$ cat src/rtl/uart_frame_receiver.sv
// UART receive end: 12-bit frame (start, 8 data LSB first, parity, two stops)
// sampled at bit centres by a bit-period counter on the system clock.
module uart_frame_receiver #(
    parameter int   CLKS_PER_BIT = 1085,
    parameter logic PARITY_ODD   = 1'b0
) (
    input  logic       CLOCK_125_p,
    input  logic       KEY0,
    input  logic       Rx,
    output logic [7:0] rx_data,
    output logic       rx_valid,
    output logic       check_parity,
    output logic       frame_err,
    output logic       busy
);

    localparam int CW = $clog2(CLKS_PER_BIT) + 1;
    localparam logic [CW-1:0] HALF_M1 = CW'(CLKS_PER_BIT / 2 - 1);
    localparam logic [CW-1:0] FULL_M1 = CW'(CLKS_PER_BIT - 1);

    typedef enum logic [2:0] {
        S_IDLE   = 3'd0,
        S_START  = 3'd1,
        S_DATA   = 3'd2,
        S_PARITY = 3'd3,
        S_STOP1  = 3'd4,
        S_STOP2  = 3'd5,
        S_DONE   = 3'd6
    } state_t;

    function automatic logic calc_parity(input logic [7:0] d);
        return (^d) ^ PARITY_ODD;
    endfunction

    state_t          state_q;
    logic            sync1_q, sync2_q, rx_prev_q;
    logic [CW-1:0]   cnt_q;
    logic [3:0]      bit_cnt_q;
    logic [7:0]      shift_q;
    logic            par_bit_q, stop1_q, stop2_q;
    logic [7:0]      rx_data_q;
    logic            rx_valid_q, check_parity_q, frame_err_q, busy_q;
    logic            rx_s, fall_s, tick_s;

    assign rx_s   = sync2_q;
    assign fall_s = rx_prev_q & ~sync2_q;
    assign tick_s = (cnt_q == '0);

    assign rx_data      = rx_data_q;
    assign rx_valid     = rx_valid_q;
    assign check_parity = check_parity_q;
    assign frame_err    = frame_err_q;
    assign busy         = busy_q;

    // Two-flop synchroniser for the asynchronous Rx pin plus a delayed copy for edge detection
    always_ff @(posedge CLOCK_125_p or negedge KEY0) begin
        if (!KEY0) begin
            sync1_q   <= 1'b1;
            sync2_q   <= 1'b1;
            rx_prev_q <= 1'b1;
        end else begin
            sync1_q   <= Rx;
            sync2_q   <= sync1_q;
            rx_prev_q <= sync2_q;
        end
    end

    // Frame FSM with bit-centre sampling and registered result outputs
    always_ff @(posedge CLOCK_125_p or negedge KEY0) begin
        if (!KEY0) begin
            state_q        <= S_IDLE;
            cnt_q          <= '0;
            bit_cnt_q      <= 4'd0;
            shift_q        <= 8'h00;
            par_bit_q      <= 1'b0;
            stop1_q        <= 1'b0;
            stop2_q        <= 1'b0;
            rx_data_q      <= 8'h00;
            rx_valid_q     <= 1'b0;
            check_parity_q <= 1'b0;
            frame_err_q    <= 1'b0;
            busy_q         <= 1'b0;
        end else begin
            rx_valid_q <= 1'b0;
            case (state_q)
                S_IDLE: begin
                    if (fall_s) begin
                        cnt_q     <= HALF_M1;
                        bit_cnt_q <= 4'd0;
                        busy_q    <= 1'b1;
                        state_q   <= S_START;
                    end else begin
                        busy_q    <= 1'b0;
                    end
                end
                S_START: begin
                    if (!tick_s) begin
                        cnt_q <= cnt_q - CW'(1);
                    end else if (rx_s) begin
                        busy_q  <= 1'b0;
                        state_q <= S_IDLE;
                    end else begin
                        cnt_q   <= FULL_M1;
                        state_q <= S_DATA;
                    end
                end
                S_DATA: begin
                    if (tick_s) begin
                        shift_q   <= {rx_s, shift_q[7:1]};
                        cnt_q     <= FULL_M1;
                        bit_cnt_q <= bit_cnt_q + 4'd1;
                        if (bit_cnt_q == 4'd7) begin
                            state_q <= S_PARITY;
                        end else begin
                            state_q <= S_DATA;
                        end
                    end else begin
                        cnt_q <= cnt_q - CW'(1);
                    end
                end
                S_PARITY: begin
                    if (tick_s) begin
                        par_bit_q <= rx_s;
                        cnt_q     <= FULL_M1;
                        bit_cnt_q <= bit_cnt_q + 4'd1;
                        state_q   <= S_STOP1;
                    end else begin
                        cnt_q <= cnt_q - CW'(1);
                    end
                end
                S_STOP1: begin
                    if (tick_s) begin
                        stop1_q   <= rx_s;
                        cnt_q     <= FULL_M1;
                        bit_cnt_q <= bit_cnt_q + 4'd1;
                        state_q   <= S_STOP2;
                    end else begin
                        cnt_q <= cnt_q - CW'(1);
                    end
                end
                S_STOP2: begin
                    if (tick_s) begin
                        stop2_q   <= rx_s;
                        bit_cnt_q <= bit_cnt_q + 4'd1;
                        state_q   <= S_DONE;
                    end else begin
                        cnt_q <= cnt_q - CW'(1);
                    end
                end
                S_DONE: begin
                    rx_data_q      <= shift_q;
                    check_parity_q <= (par_bit_q == calc_parity(shift_q));
                    frame_err_q    <= ~(stop1_q & stop2_q);
                    rx_valid_q     <= 1'b1;
                    // A start edge landing here begins the next frame without losing it
                    if (fall_s) begin
                        cnt_q     <= HALF_M1;
                        bit_cnt_q <= 4'd0;
                        busy_q    <= 1'b1;
                        state_q   <= S_START;
                    end else begin
                        busy_q    <= 1'b0;
                        state_q   <= S_IDLE;
                    end
                end
                default: begin
                    busy_q  <= 1'b0;
                    state_q <= S_IDLE;
                end
            endcase
        end
    end

endmodule

$ cat config.mk
export PLATFORM = sky130hd
export DESIGN_NAME = uart_frame_receiver
export DESIGN_NICKNAME = d
export VERILOG_FILES = /design/src/rtl/uart_frame_receiver.sv
export SDC_FILE = /design/constraint.sdc
export NUM_CORES = 1
export LEC_CHECK = 0
export CAP_MARGIN = 20
export CORE_UTILIZATION = 58
export CTS_CLUSTER_SIZE = 24
export DETAILED_ROUTE_END_ITERATION = 10
export HOLD_SLACK_MARGIN = 0.03
export PLACE_DENSITY = 0.75
export SLEW_MARGIN = 10
export SYNTH_ARGS = -nofsm -noshare
export SYNTH_HDL_FRONTEND = slang
export SYNTH_SLANG_ARGS = --single-unit
$ cat constraint.sdc
create_clock -name CLOCK_125_p -period 2.7 [get_ports CLOCK_125_p]
set_input_delay 0.27 -clock CLOCK_125_p [delete_from_list [all_inputs] [get_ports CLOCK_125_p]]
set_output_delay 0.27 -clock CLOCK_125_p [all_outputs]
set_load 0.05 [all_outputs]
==> results of run 1 <==
[path summary, 6_finish.rpt]
kind,from,endpoint,slack [ns],cells after the start
max,cnt_q[0]$_DFFE_PN0P_,shift_q[2]$_DFFE_PN0P_,0.19,6
min,KEY0,bit_cnt_q[1]$_DFFE_PN0P_,0.11,1
max reg2reg,cnt_q[0]$_DFFE_PN0P_,shift_q[2]$_DFFE_PN0P_,0.19,6
min reg2reg,sync1_q$_DFF_PN1_,rx_s$_DFF_PN1_,0.37,0
max in group asynchronous,KEY0,cnt_q[11]$_DFFE_PN0P_,2.00,1
min in group CLOCK_125_p,sync1_q$_DFF_PN1_,rx_s$_DFF_PN1_,0.37,0
[per-layer routing]
metal | track usage | vias up | wire length [µm]
li1 | - | 763 | -
met1 | 0.315 | 745 | 1850
met2 | 0.374 | 43 | 1930
met3 | 0.0543 | 4 | 178
met4 | 0.0994 | 0 | 63
met5 | 0 | - | 0
[final cells by class]
class | instances | share of cell area
tap | 46 | 0.0235
multi-input combinational | 142 | 0.399
timing repair buffer | 20 | 0.0736
inverter | 4 | 0.00613
sequential | 45 | 0.462
clock inverter | 2 | 0.00613
clock buffer | 6 | 0.0297
[worst reg2reg max path, cell delays in order, from the launching register on]
cell and delay [ns]:
sky130_fd_sc_hd__dfrtp_1 0.41, sky130_fd_sc_hd__inv_1 0.08, sky130_fd_sc_hd__ha_1 0.18, sky130_fd_sc_hd__or3b_2 0.46
sky130_fd_sc_hd__or3_4 0.35, sky130_fd_sc_hd__or3_1 0.54, sky130_fd_sc_hd__mux2_4 0.38
[per-stage QoR]
step                cell area [µm²]  power (µW)
detailed placement             2360        1130
finish                         2450        1520
global route                   2450        1620
global placement               2360        1110
floorplan                      2170        1040
CTS                            2450        1540
[layout by cell type, fill, tap and decap left out, types with 3 or more instances in the layout]
cell                               n
sky130_fd_sc_hd__a21oi_1           7
sky130_fd_sc_hd__a22o_1            3
sky130_fd_sc_hd__a31oi_1           3
sky130_fd_sc_hd__buf_4             6
sky130_fd_sc_hd__clkbuf_8          5
sky130_fd_sc_hd__clkdlybuf4s50_1  13
sky130_fd_sc_hd__dfrtp_1          42
sky130_fd_sc_hd__dfstp_2           3
sky130_fd_sc_hd__inv_1             4
sky130_fd_sc_hd__mux2_2           10
sky130_fd_sc_hd__mux2_4            8
sky130_fd_sc_hd__nand2_1          13
sky130_fd_sc_hd__nand2b_1          5
sky130_fd_sc_hd__nand3_1           4
sky130_fd_sc_hd__nor2_1           17
sky130_fd_sc_hd__nor2b_1           4
sky130_fd_sc_hd__nor3_1            8
sky130_fd_sc_hd__nor4_1            5
sky130_fd_sc_hd__o21ai_0          14
sky130_fd_sc_hd__o31ai_1           3
sky130_fd_sc_hd__or3_1             3
sky130_fd_sc_hd__or4_1             3
sky130_fd_sc_hd__xnor2_1           7
sky130_fd_sc_hd__xor2_1            3
[power groups by stage]
stage / Combinational [µW] / Sequential (µW) / Clock, µW
6_report: 316 / 805 / 402
5_1_grt: 354 / 819 / 443
4_1_cts: 316 / 803 / 417
3_5_place_dp: 314 / 816 / 0
3_3_place_gp: 303 / 807 / 0
2_1_floorplan: 225 / 817 / 0
[registers in the layout, indices dropped and copies added, names as in the netlist, 3 cells and up]
register / count
cnt_q: 12
state_q: 3
shift_q: 8
rx_data: 8
bit_cnt_q: 4
[cells by family after synthesis]
logic type	share of synthesized area
buf+inv	0.0311
xor+xnor	0.0403
simple gates	0.174
compound gates	0.112
mux	0.112
fa+ha+maj	0.0115
flops	0.520
==> results by stage, run 1 <==
Synth:
- The synthesized design contains 45 register bits.
- The commonest cells after synthesis are sky130_fd_sc_hd__dfrtp_1, sky130_fd_sc_hd__nor2_1, sky130_fd_sc_hd__o21ai_0.
- By area the synthesized netlist is led by sky130_fd_sc_hd__dfrtp_1, sky130_fd_sc_hd__mux2_4, sky130_fd_sc_hd__mux2_2, sky130_fd_sc_hd__dfstp_2, sky130_fd_sc_hd__o21ai_0.
- The cell type with the highest aggregate area in the netlist is sky130_fd_sc_hd__dfrtp_1.
- The fraction of registers with async set/reset is 1.00.
- The number of nets in the synthesized netlist is 206.
- The Yosys step of the flow raised 0 warnings.
- In this run the mean area of a mapped cell was 10.8 µm².
- For this run, the register share of the synthesized area comes to 0.520.
- The most repeated cell in the gate-level netlist after synthesis is sky130_fd_sc_hd__dfrtp_1.
- The synthesized design contains 0 enable-type register cells.
- Synthesis produced 201 cells.
- Of the post-synthesis cell area, the dominant cell type holds 0.483.
- For this run, the leading register cell type out of synthesis is sky130_fd_sc_hd__dfrtp_1.
- Counting distinct cell types in the post-synthesis netlist gives 38.
- The cell area after technology mapping is 2170 µm².

STA:
- The final-layout worst hold slack is 0.113 ns.
- The number of hold violations in the final report is 0.
- The max-slew violation total from the final report is 0.
- Setup repair after global routing left no endpoint under its margin.
- The transition at the pin with the smallest max-transition slack is 0.941 ns.
- The final critical path time including I/O delays and setup is 2.51 ns.
- The fmax is 0.398 GHz.
- The final worst clock skew is 0.00361 ns.
- The final-report setup violation count is 0.
- Setup slack closes at 0.189 ns.
- The setup total negative slack is 0 ns.
- Headroom to the max-slew limit came out at 0.373.
- The share of the clock period used by the worst path after layout is 0.930.

Final layout:
- The share of final-layout standard cells stronger than drive strength 1 is 0.187.
- At the end of the flow, the number of nets in the layout was 223.
- Excluding fillers, the count of instances in the completed layout stands at 265.
- The filler cells instantiated in the layout total 260.
- The share of the core filled with cells is 0.706.
- From synthesis to final layout, the design area changed by 12.5%.
- The antenna diode count is 0.
- Summing all multi-input logic gate instances after layout gives 977 µm².
- The sequential cell area is 1130 µm².

Clock network:
- The number of buffers added for setup after CTS is 0.
- CTS placed an instance of sky130_fd_sc_hd__clkbuf_8 at the clock tree root.
- The count of clock tree sinks is 45.
- The clock tree synthesis step divided the H-tree into 2 levels.
- In this run, post-CTS repair resized a total of 0 instances.
- The number of clock buffers added by TritonCTS is 5.
- The hold buffer count at cts is 0.
- The TritonCTS clock tree is built.
- Clock-pin slew was measured on the worst setup and hold paths at 0.08 ns.
- Counting along the longest clock path gives a buffer depth of 2.
- The clock latency on the worst-skew pair is 0.30 ns.

Placement:
- The congestion estimate from routability-driven global placement came to 0.829.
- Counting tap cells, the placed design contains a total of 257 instances.
- Port buffering added 14 buffers.
- The minimum setup slack after placement is 0.206 ns.
- The post-detailed-placement half-perimeter wirelength is 2880 µm.

Outcome:
- The run finished with clean final reports.

Power and ir drop:
- The switching part of the total is 0.318.
- In this run the power spent charging and discharging nets is 484 µW.
- Across the VDD grid, the largest voltage drop is 0.559 mV.
- The portion of total power attributed to combinational logic is 0.207.
- The power density over the cells is 622 nW/µm².
- The internal power consumption is 1040 µW.
- The share of total power dissipated in the clock network is 0.264.
- The sequential power share is 0.529.
- For this design the static power due to leakage is 0.00110 µW.

Detailed routing:
- The number of nets with antenna violations after routing is 0.
- The aggregate routed wire length is 4010 µm.
- Dividing the detail-routed wire length by the instance count gives 15.1 µm.
- The detailed-router iteration count before antenna repair is 4.
- The detailed router finished its first iteration with 123 violations.
- The routed layout has 1,555 vias.
- In the routed design, unresolved DRC markers number 0.
- The vias per cell is 5.87.

Floorplanning:
- The horizontal die dimension is 63.2 µm.
- The height of the die is 63.2 µm.
- 15 I/O pins were placed.
- The number of standard-cell rows in the floorplan is 21.
- The initial cell density of the core is 0.627.
- The total core area is 3470 µm².
- The full die area is 4000 µm².

Worst setup path:
- STA classifies the critical path startpoint as a register.
- The data arrival time of the critical path is 2.70 ns.
- The critical path is of the reg2reg type.
- The required time of the critical path is 2.89 ns.
- The kind of cell adding the most delay to the critical path is simple AND/OR/NAND/NOR gates.
- On the worst path, the slowest cell contributes a delay of 0.54 ns.
- The category of the worst setup path capture point is a register.
- The largest individual stage delay along the critical path comes from the cell sky130_fd_sc_hd__or3_1.
- Together, buffers and inverters on the worst path number 1.
- The highest fanout seen on the critical path is 8.
- The signal on the critical path passes through inv_1, ha_1, or3b_2, or3_4, or3_1, mux2_4.

Global route:
- The wire length of the first global-routing pass is 7200 µm.
- The remaining global-route overflow is 0.
- The aggregate global-route resource usage is 0.237.
- The initial antenna violation count was 0.
- The maximum number of pins on one net before global-route repair is 46.
- The number of global-route vias before repair is 1,542.

Min path:
- The min-delay analysis places its worst path in the category in2async.

Job:
- Max-cap violations in this run came to 0.
(Power assumes the default switching activity.)
==> run 2, diff against run 1 <==
==> constraint.sdc (replaced) <==
create_clock -name CLOCK_125_p -period 2.6 [get_ports CLOCK_125_p]
set_input_delay 0.26 -clock CLOCK_125_p [delete_from_list [all_inputs] [get_ports CLOCK_125_p]]
set_output_delay 0.26 -clock CLOCK_125_p [all_outputs]
set_load 0.05 [all_outputs]
==> results by stage, run 2 (synthesized netlist as in run 1, its figures left out) <==
Outcome:
- The flow ran to the end, and the final reports show no timing, DRC or antenna violations.

Floorplanning:
- The I/O pin total came to 15 (unchanged).
- The horizontal die dimension is 63.2 µm (unchanged).
- The full die area came to 4000 µm² (unchanged).
- The number of standard-cell rows in the floorplan is 21 (unchanged).
- The total core area is 3470 µm² (unchanged).
- The initial cell density of the core was 0.627 (unchanged).
- The height of the die is 63.2 µm (unchanged).

Detailed routing:
- The detailed-router iteration count before antenna repair is 4 (unchanged).
- The number of nets with antenna violations after routing came to 0 (unchanged).
- The violation count after the first detailed-route iteration is 101 (-18%).
- The detailed-route DRC error count was 0 (unchanged).
- The aggregate routed wire length is 4130 µm (+2.8%).
- The vias per cell is 5.78 (-1.5%).
- The via count of the routed design is 1,538 (-1.1%).
- The final routed wire length divided by cell count is 15.5 µm (+2.4%).

Placement:
- The quantity of I/O buffers inserted on ports is 14 (unchanged).
- The post-detailed-placement half-perimeter wirelength was 2960 µm (+2.7%).
- The global placer's final weighted congestion is 0.830 (about the same).

Clock network:
- The clock-pin slew on the worst setup and hold paths came to 0.09 ns (about the same).
- The clock latency on the worst-skew pair was 0.31 ns (about the same).
- The number of buffers added by the clock tree synthesis step is 5 (unchanged).
- TritonCTS built the clock tree.
- The maximum buffer depth of the clock tree is 2 (unchanged).
- The number of H-tree levels is 2 (unchanged).
- The number of resized instances in the post-cts repair step came to 0 (unchanged).
- The count of clock tree sinks is 45 (unchanged).
- The hold buffer count at cts is 0 (unchanged).
- The number of buffers added for setup after CTS is 0 (unchanged).
- The root cell of the clock tree is sky130_fd_sc_hd__clkbuf_8.

Power and ir drop:
- The switching power summed over all nets is 518 µW (+7.0%).
- The standby leakage power is 0.00111 µW (+1.2%).
- The portion of total power attributed to combinational logic was 0.210 (+0.003).
- The internal power consumption came to 1080 µW (+4.2%).
- The total power consumption of the routed design came to 1600 µW (+5.1%).
- The worst IR drop on VDD is 0.502 mV (-10%).
- The power density over the cells is 650 nW/µm² (+4.4%).
- The switching part of the total came to 0.323 (+0.00592).
- The fraction of power consumed by the clock network is 0.268 (+0.004).
- The sequential power share was 0.522 (-0.007).

Global route:
- The aggregate global-route resource usage was 0.239 (+0.00194).
- The maximum number of pins on one net before global-route repair is 46 (unchanged).
- The met1 demand-to-capacity share in global routing came to 0.308 (-0.00694).
- The number of global-route vias before repair came to 1,569 (+1.8%).
- The wire length of the first global-routing pass is 7270 µm (+1.1%).
- The initial antenna violation count came to 0 (unchanged).
- The met3 layer usage reported by global route is 0.0562 (+0.00181).
- The routing usage on met2 is 0.384 (+0.0108).
- The remaining global-route overflow came to 0 (unchanged).
- After global routing, the most crowded layer is met2.

STA:
- The max-slew violation total from the final report is 0 (unchanged).
- The fmax is 0.421 GHz (+5.7%).
- The final critical path time including I/O delays and setup is 2.38 ns (-0.136 ns).
- The final-report setup violation count is 0 (unchanged).
- The transition at the pin with the smallest max-transition slack came to 0.974 ns (+0.0334 ns).
- Setup repair after global routing left no endpoint under its margin.
- The max-slew headroom at the worst pin was 0.351 (-0.0223).
- The number of hold violations in the final report is 0 (unchanged).
- The final worst clock skew is 0.00689 ns (+0.00328 ns).
- The share of the clock period used by the worst path after layout was 0.913 (-0.0166).
- The setup total negative slack is 0 ns (unchanged).

Final layout:
- The antenna diode count was 0 (unchanged).
- In the layout the commonest cells are sky130_fd_sc_hd__dfrtp_1, sky130_fd_sc_hd__nor2_1, sky130_fd_sc_hd__o21ai_0.
- The number of nets in the finished design is 224 (+0.45%).
- The most frequent standard cell in the layout excluding fill and tap cells is sky130_fd_sc_hd__dfrtp_1.
- From synthesis to final layout, the design area changed by 13.2%.
- The number of flip-flops under the largest register name is 12 (unchanged).
- The share of final-layout standard cells stronger than drive strength 1 is 0.200 (+0.0128).
- Ranked by flip-flop count, first place goes to cnt_q.

Worst setup path:
- The startpoint type of the worst setup path is a register.
- The critical path is of the reg2reg type.
- The register-to-register setup slack is 0.22 ns (+0.04 ns).
- The required time of the critical path is 2.80 ns (-0.09 ns).
- The data arrival time of the critical path is 2.58 ns (-0.12 ns).
- The highest fanout seen on the critical path is 9 (+1).
- The worst-case reg-to-reg path depth came to 8 (+2).
- The launch point of the worst reg-to-reg path is cnt_q[0]$_DFFE_PN0P_.
- The end of the worst register-to-register path is cnt_q[2]$_DFFE_PN0P_.
- The category of the worst setup path capture point is a register.

Job:
- The reported max-cap violation count came to 0 (unchanged).

Min path:
- The worst hold-check path type is in2async.
==> run 2: cell count changes in the layout (fill, tap and decap cells not counted), sizes merged <==
| cell | delta |
|---|---|
| clkbuf | -1 |
| clkinv | +1 |
| inv | +1 |
| buf | +1 |
| clkinvlp | -1 |
==> run 2: final cells by class <==
class	count	area, µm²
repair buffers	21	188
flip-flops and latches	45	1130
inverters	4	15.0
fillers	268	1010
clock buffers	5	68.8
well taps	46	57.6
multi-input cells	142	982
clock inverters	3	21.3
==> run 2: power by group through the flow <==
| stage | sequential [µW] | combinational [µW] | clock, µW |
|---|---|---|---|
| after CTS | 832 | 337 | 443 |
| after floorplan | 848 | 233 | 0 |
| final | 835 | 336 | 430 |
| after global placement | 837 | 317 | 0 |
| after detailed placement | 846 | 333 | 0 |
| after global routing | 847 | 376 | 472 |
==> run 2: worst max path at each step <==
stage / depth (start not counted) / end / start / slack (ns)
after CTS: 6 / shift_q[5]$_DFFE_PN0P_ / cnt_q[0]$_DFFE_PN0P_ / 0.08
final: 8 / cnt_q[2]$_DFFE_PN0P_ / cnt_q[0]$_DFFE_PN0P_ / 0.22
after floorplan: 8 / shift_q[0]$_DFFE_PN0P_ / cnt_q[0]$_DFFE_PN0P_ / 0.15
after global placement: 6 / shift_q[4]$_DFFE_PN0P_ / cnt_q[0]$_DFFE_PN0P_ / 0.17
after global routing: 8 / cnt_q[2]$_DFFE_PN0P_ / cnt_q[0]$_DFFE_PN0P_ / 0.005
after detailed placement: 6 / shift_q[5]$_DFFE_PN0P_ / cnt_q[0]$_DFFE_PN0P_ / 0.09
==> run 2: per-layer routing <==
metal	wire (µm)	vias to the layer above	share of wire
li1	-	754	-
met1	1840	739	0.45
met2	2020	39	0.49
met3	203	6	0.049
met4	61	0	0.015
met5	0	-	0
==> run 2: stage by stage <==
stage	util	area [µm²]	setup WS, ns	hold WS [ns]	cells
6_report	0.710	2460	0.225	0.105	266
5_1_grt	0.710	2460	0.00462	0.184	266
4_1_cts	0.709	2460	0.0768	0.132	266
3_5_place_dp	0.683	2370	0.0879	0.348	258
3_3_place_gp	0.683	2370	0.167	0.346	258
2_1_floorplan	-	2170	0.152	-0.0356	201
==> run 2: worst max-delay path, cell delays in order (launching register included) <==
cell and delay, ns:
sky130_fd_sc_hd__dfrtp_1 0.40, sky130_fd_sc_hd__inv_1 0.08, sky130_fd_sc_hd__ha_1 0.18, sky130_fd_sc_hd__or3b_2 0.46
sky130_fd_sc_hd__buf_4 0.18, sky130_fd_sc_hd__nor2_1 0.23, sky130_fd_sc_hd__a21o_1 0.28, sky130_fd_sc_hd__nor2_1 0.16
sky130_fd_sc_hd__a311oi_1 0.30
==> run 3, diff against run 2 <==
--- a/config.mk
+++ b/config.mk
@@ -6,9 +6,11 @@
 export NUM_CORES = 1
 export LEC_CHECK = 0
 export CAP_MARGIN = 20
+export CORE_MARGIN = 10
 export CORE_UTILIZATION = 58
 export CTS_CLUSTER_SIZE = 24
 export DETAILED_ROUTE_END_ITERATION = 10
+export GPL_TIMING_DRIVEN = 0
 export HOLD_SLACK_MARGIN = 0.03
 export PLACE_DENSITY = 0.75
 export SLEW_MARGIN = 10
==> results by stage, run 3 (synthesized netlist as in run 1, its figures left out) <==
Placement:
- The post-detailed-placement half-perimeter wirelength is 2990 µm (+1.2%).
- The post-place instance area is 2400 µm² (+1.3%).
- The instance count after placement with tap cells included is 264 (+2.3%).
- The quantity of I/O buffers inserted on ports is 14 (unchanged).
- The global placer's final weighted congestion is 0.804 (-3.1%).

Detailed routing:
- The aggregate routed wire length is 4100 µm (-0.68%).
- The detailed-router iteration count before antenna repair is 4 (unchanged).
- The detailed-route DRC error count came to 0 (unchanged).
- The violation count after the first detailed-route iteration is 93 (-7.9%).
- The via count of the routed design is 1,602 (+4.2%).
- The final routed wire length divided by cell count is 15.1 µm (-2.9%).
- The number of nets with antenna violations after routing is 0 (unchanged).
- The vias per cell was 5.89 (+1.9%).

Final layout:
- The antenna diode count is 0 (unchanged).
- The number of flip-flops under the largest register name is 12 (unchanged).
- Ranked by flip-flop count, first place goes to cnt_q.
- The number of nets in the finished design is 228 (+1.8%).
- The library cells used most frequently in the layout, excluding fill and tap cells, are sky130_fd_sc_hd__dfrtp_1, sky130_fd_sc_hd__nor2_1, sky130_fd_sc_hd__o21ai_0.
- The share of final-layout standard cells stronger than drive strength 1 is 0.188 (-0.0125).
- The final cell count without fillers is 272 (+2.3%).
- Relative to the synthesized area, the layout overhead comes to 15.8%.
- The post-route cell area is 2520 µm² (+2.2%).
- The share of the core filled with cells is 0.693 (-0.0171).
- The library cell used most frequently in the layout, excluding fill and tap cells, is sky130_fd_sc_hd__dfrtp_1.

Worst setup path:
- The kind of critical path is reg2reg.
- The required time of the critical path was 2.79 ns (about the same).
- STA classifies the critical path endpoint as a register.
- The highest fanout seen on the critical path is 10 (+1).
- In this run the critical register-to-register path is launched from cnt_q[5]$_DFFE_PN0P_.
- The data arrival time of the critical path is 2.62 ns (+0.04 ns).
- The worst setup path is launched from a register.
- The critical path starts at cnt_q[5]$_DFFE_PN0P_.

Power and ir drop:
- The power density over the cells is 647 nW/µm² (-0.47%).
- The fraction of power consumed by the clock network is 0.271 (+0.003).
- The switching power summed over all nets is 532 µW (+2.6%).
- The total power consumption of the routed design is 1630 µW (+1.8%).
- The internal power consumption is 1100 µW (+1.3%).
- The portion of total power attributed to combinational logic came to 0.223 (+0.013).
- The sequential power share is 0.506 (-0.016).
- The switching part of the total was 0.326 (+0.00282).
- The worst IR drop on VDD is 0.337 mV (-33%).
- The standby leakage power is 0.00111 µW (+0.23%).

STA:
- The final-report setup violation count was 0 (unchanged).
- The max-slew headroom at the worst pin is 0.648 (+0.297).
- The fmax was 0.411 GHz (-2.4%).
- The final worst clock skew is 0.00936 ns (+0.00247 ns).
- The max-slew violation total from the final report was 0 (unchanged).
- Setup repair after global routing left no endpoint under its margin.
- The final-layout worst hold slack is 0.356 ns (+0.251 ns).
- The share of the clock period used by the worst path after layout was 0.936 (+0.0224).
- The final critical path time including I/O delays and setup came to 2.43 ns (+0.0582 ns).
- The number of hold violations in the final report is 0 (unchanged).
- The transition at the pin with the smallest max-transition slack is 0.524 ns (-0.450 ns).

Clock network:
- The root cell of the clock tree is sky130_fd_sc_hd__clkbuf_8.
- The TritonCTS clock tree is built.
- The maximum buffer depth of the clock tree was 2 (unchanged).
- The number of H-tree levels is 2 (unchanged).
- The clock-pin slew on the worst setup and hold paths came to 0.09 ns (about the same).
- The number of buffers added for setup after CTS is 0 (unchanged).
- The clock latency on the worst-skew pair was 0.31 ns (about the same).
- The number of buffers added by the clock tree synthesis step was 5 (unchanged).
- The count of clock tree sinks was 45 (unchanged).

Floorplanning:
- The horizontal die dimension is 81.2 µm (+28%).
- The full die area came to 6600 µm² (+65%).
- The height of the die is 81.2 µm (+28%).
- The number of standard-cell rows in the floorplan was 22 (+4.8%).
- The I/O pin total is 15 (unchanged).
- The initial cell density of the core is 0.598 (-0.0285).
- The total core area is 3630 µm² (+4.8%).

Global route:
- The remaining global-route overflow is 0 (unchanged).
- The wire length of the first global-routing pass is 6890 µm (-5.3%).
- The number of global-route vias before repair is 1,519 (-3.2%).
- The maximum number of pins on one net before global-route repair is 27 (-41%).
- The aggregate global-route resource usage is 0.134 (-0.105).
- The initial antenna violation count is 0 (unchanged).

Min path:
- The worst hold-check path type is in2reg.
- The worst hold path begins at Rx.

Job:
- The reported max-cap violation count is 0 (unchanged).

Outcome:
- The run finished with clean final reports.
run 3: cell type report:
| cell class | count | area, µm² |
|---|---|---|
| buffer | 9 | 48.8 |
| clock buffer | 5 | 68.8 |
| inverter | 4 | 15.0 |
| multi-input combinational | 142 | 997 |
| fill | 273 | 1120 |
| tap | 48 | 60.1 |
| sequential | 45 | 1130 |
| clock inverter | 3 | 25.0 |
| timing repair buffer | 16 | 173 |
run 3: timing repair:
| action | in CTS | in global routing |
|---|---|---|
| resized for setup | 0 | 4 |
| endpoints found under the hold margin | 16 | 0 |
| endpoints found under the setup margin | 11 | 15 |
| hold buffers | 1 | 0 |
run 3: layer usage:
metal,track usage,vias up,share of wire,wire [µm]
met5,0,-,0,0
met4,0.0727,0,0.019,76
met3,0.0453,8,0.063,260
met2,0.219,48,0.50,2030
met1,0.151,785,0.42,1730
li1,-,761,-,-
run 3: path summary, 6_finish.rpt:
| path | end | slack, ns | cells past startpoint |
|---|---|---|---|
| worst min-delay path | sync1_q$_DFF_PN1_ | 0.36 | 1 |
| worst min register to register | rx_s$_DFF_PN1_ | 0.36 | 0 |
| worst max-delay path | shift_q[1]$_DFFE_PN0P_ | 0.17 | 6 |
| worst max register to register | shift_q[1]$_DFFE_PN0P_ | 0.17 | 6 |
| max in group asynchronous | rx_data[3]$_DFFE_PN0P_ | 1.68 | 3 |
| min in group asynchronous | par_bit_q$_DFFE_PN0P_ | 0.44 | 2 |
run 3: per-stage QoR:
step                      worst slack [ns]  setup TNS, ns
after floorplan                      0.152              0
after global placement             0.00210              0
after detailed placement           -0.0360         -0.271
after CTS                           0.0596              0
after global routing                 0.120              0
final                                0.167              0
run 3: worst max-delay path, stage by stage, from the launching register on:
cell and delay (ns):
sky130_fd_sc_hd__dfrtp_1 0.44, sky130_fd_sc_hd__or4_1 0.53, sky130_fd_sc_hd__buf_6 0.16, sky130_fd_sc_hd__or3_4 0.39, sky130_fd_sc_hd__or3_1 0.33, sky130_fd_sc_hd__buf_6 0.16, sky130_fd_sc_hd__mux2_4 0.29
run 3: power by group through the flow:
stage	registers [µW]	logic, µW	clock network [µW]
2_1_floorplan	848	233	0
3_3_place_gp	827	334	0
3_5_place_dp	835	355	0
4_1_cts	821	354	459
5_1_grt	831	402	490
6_report	824	363	441
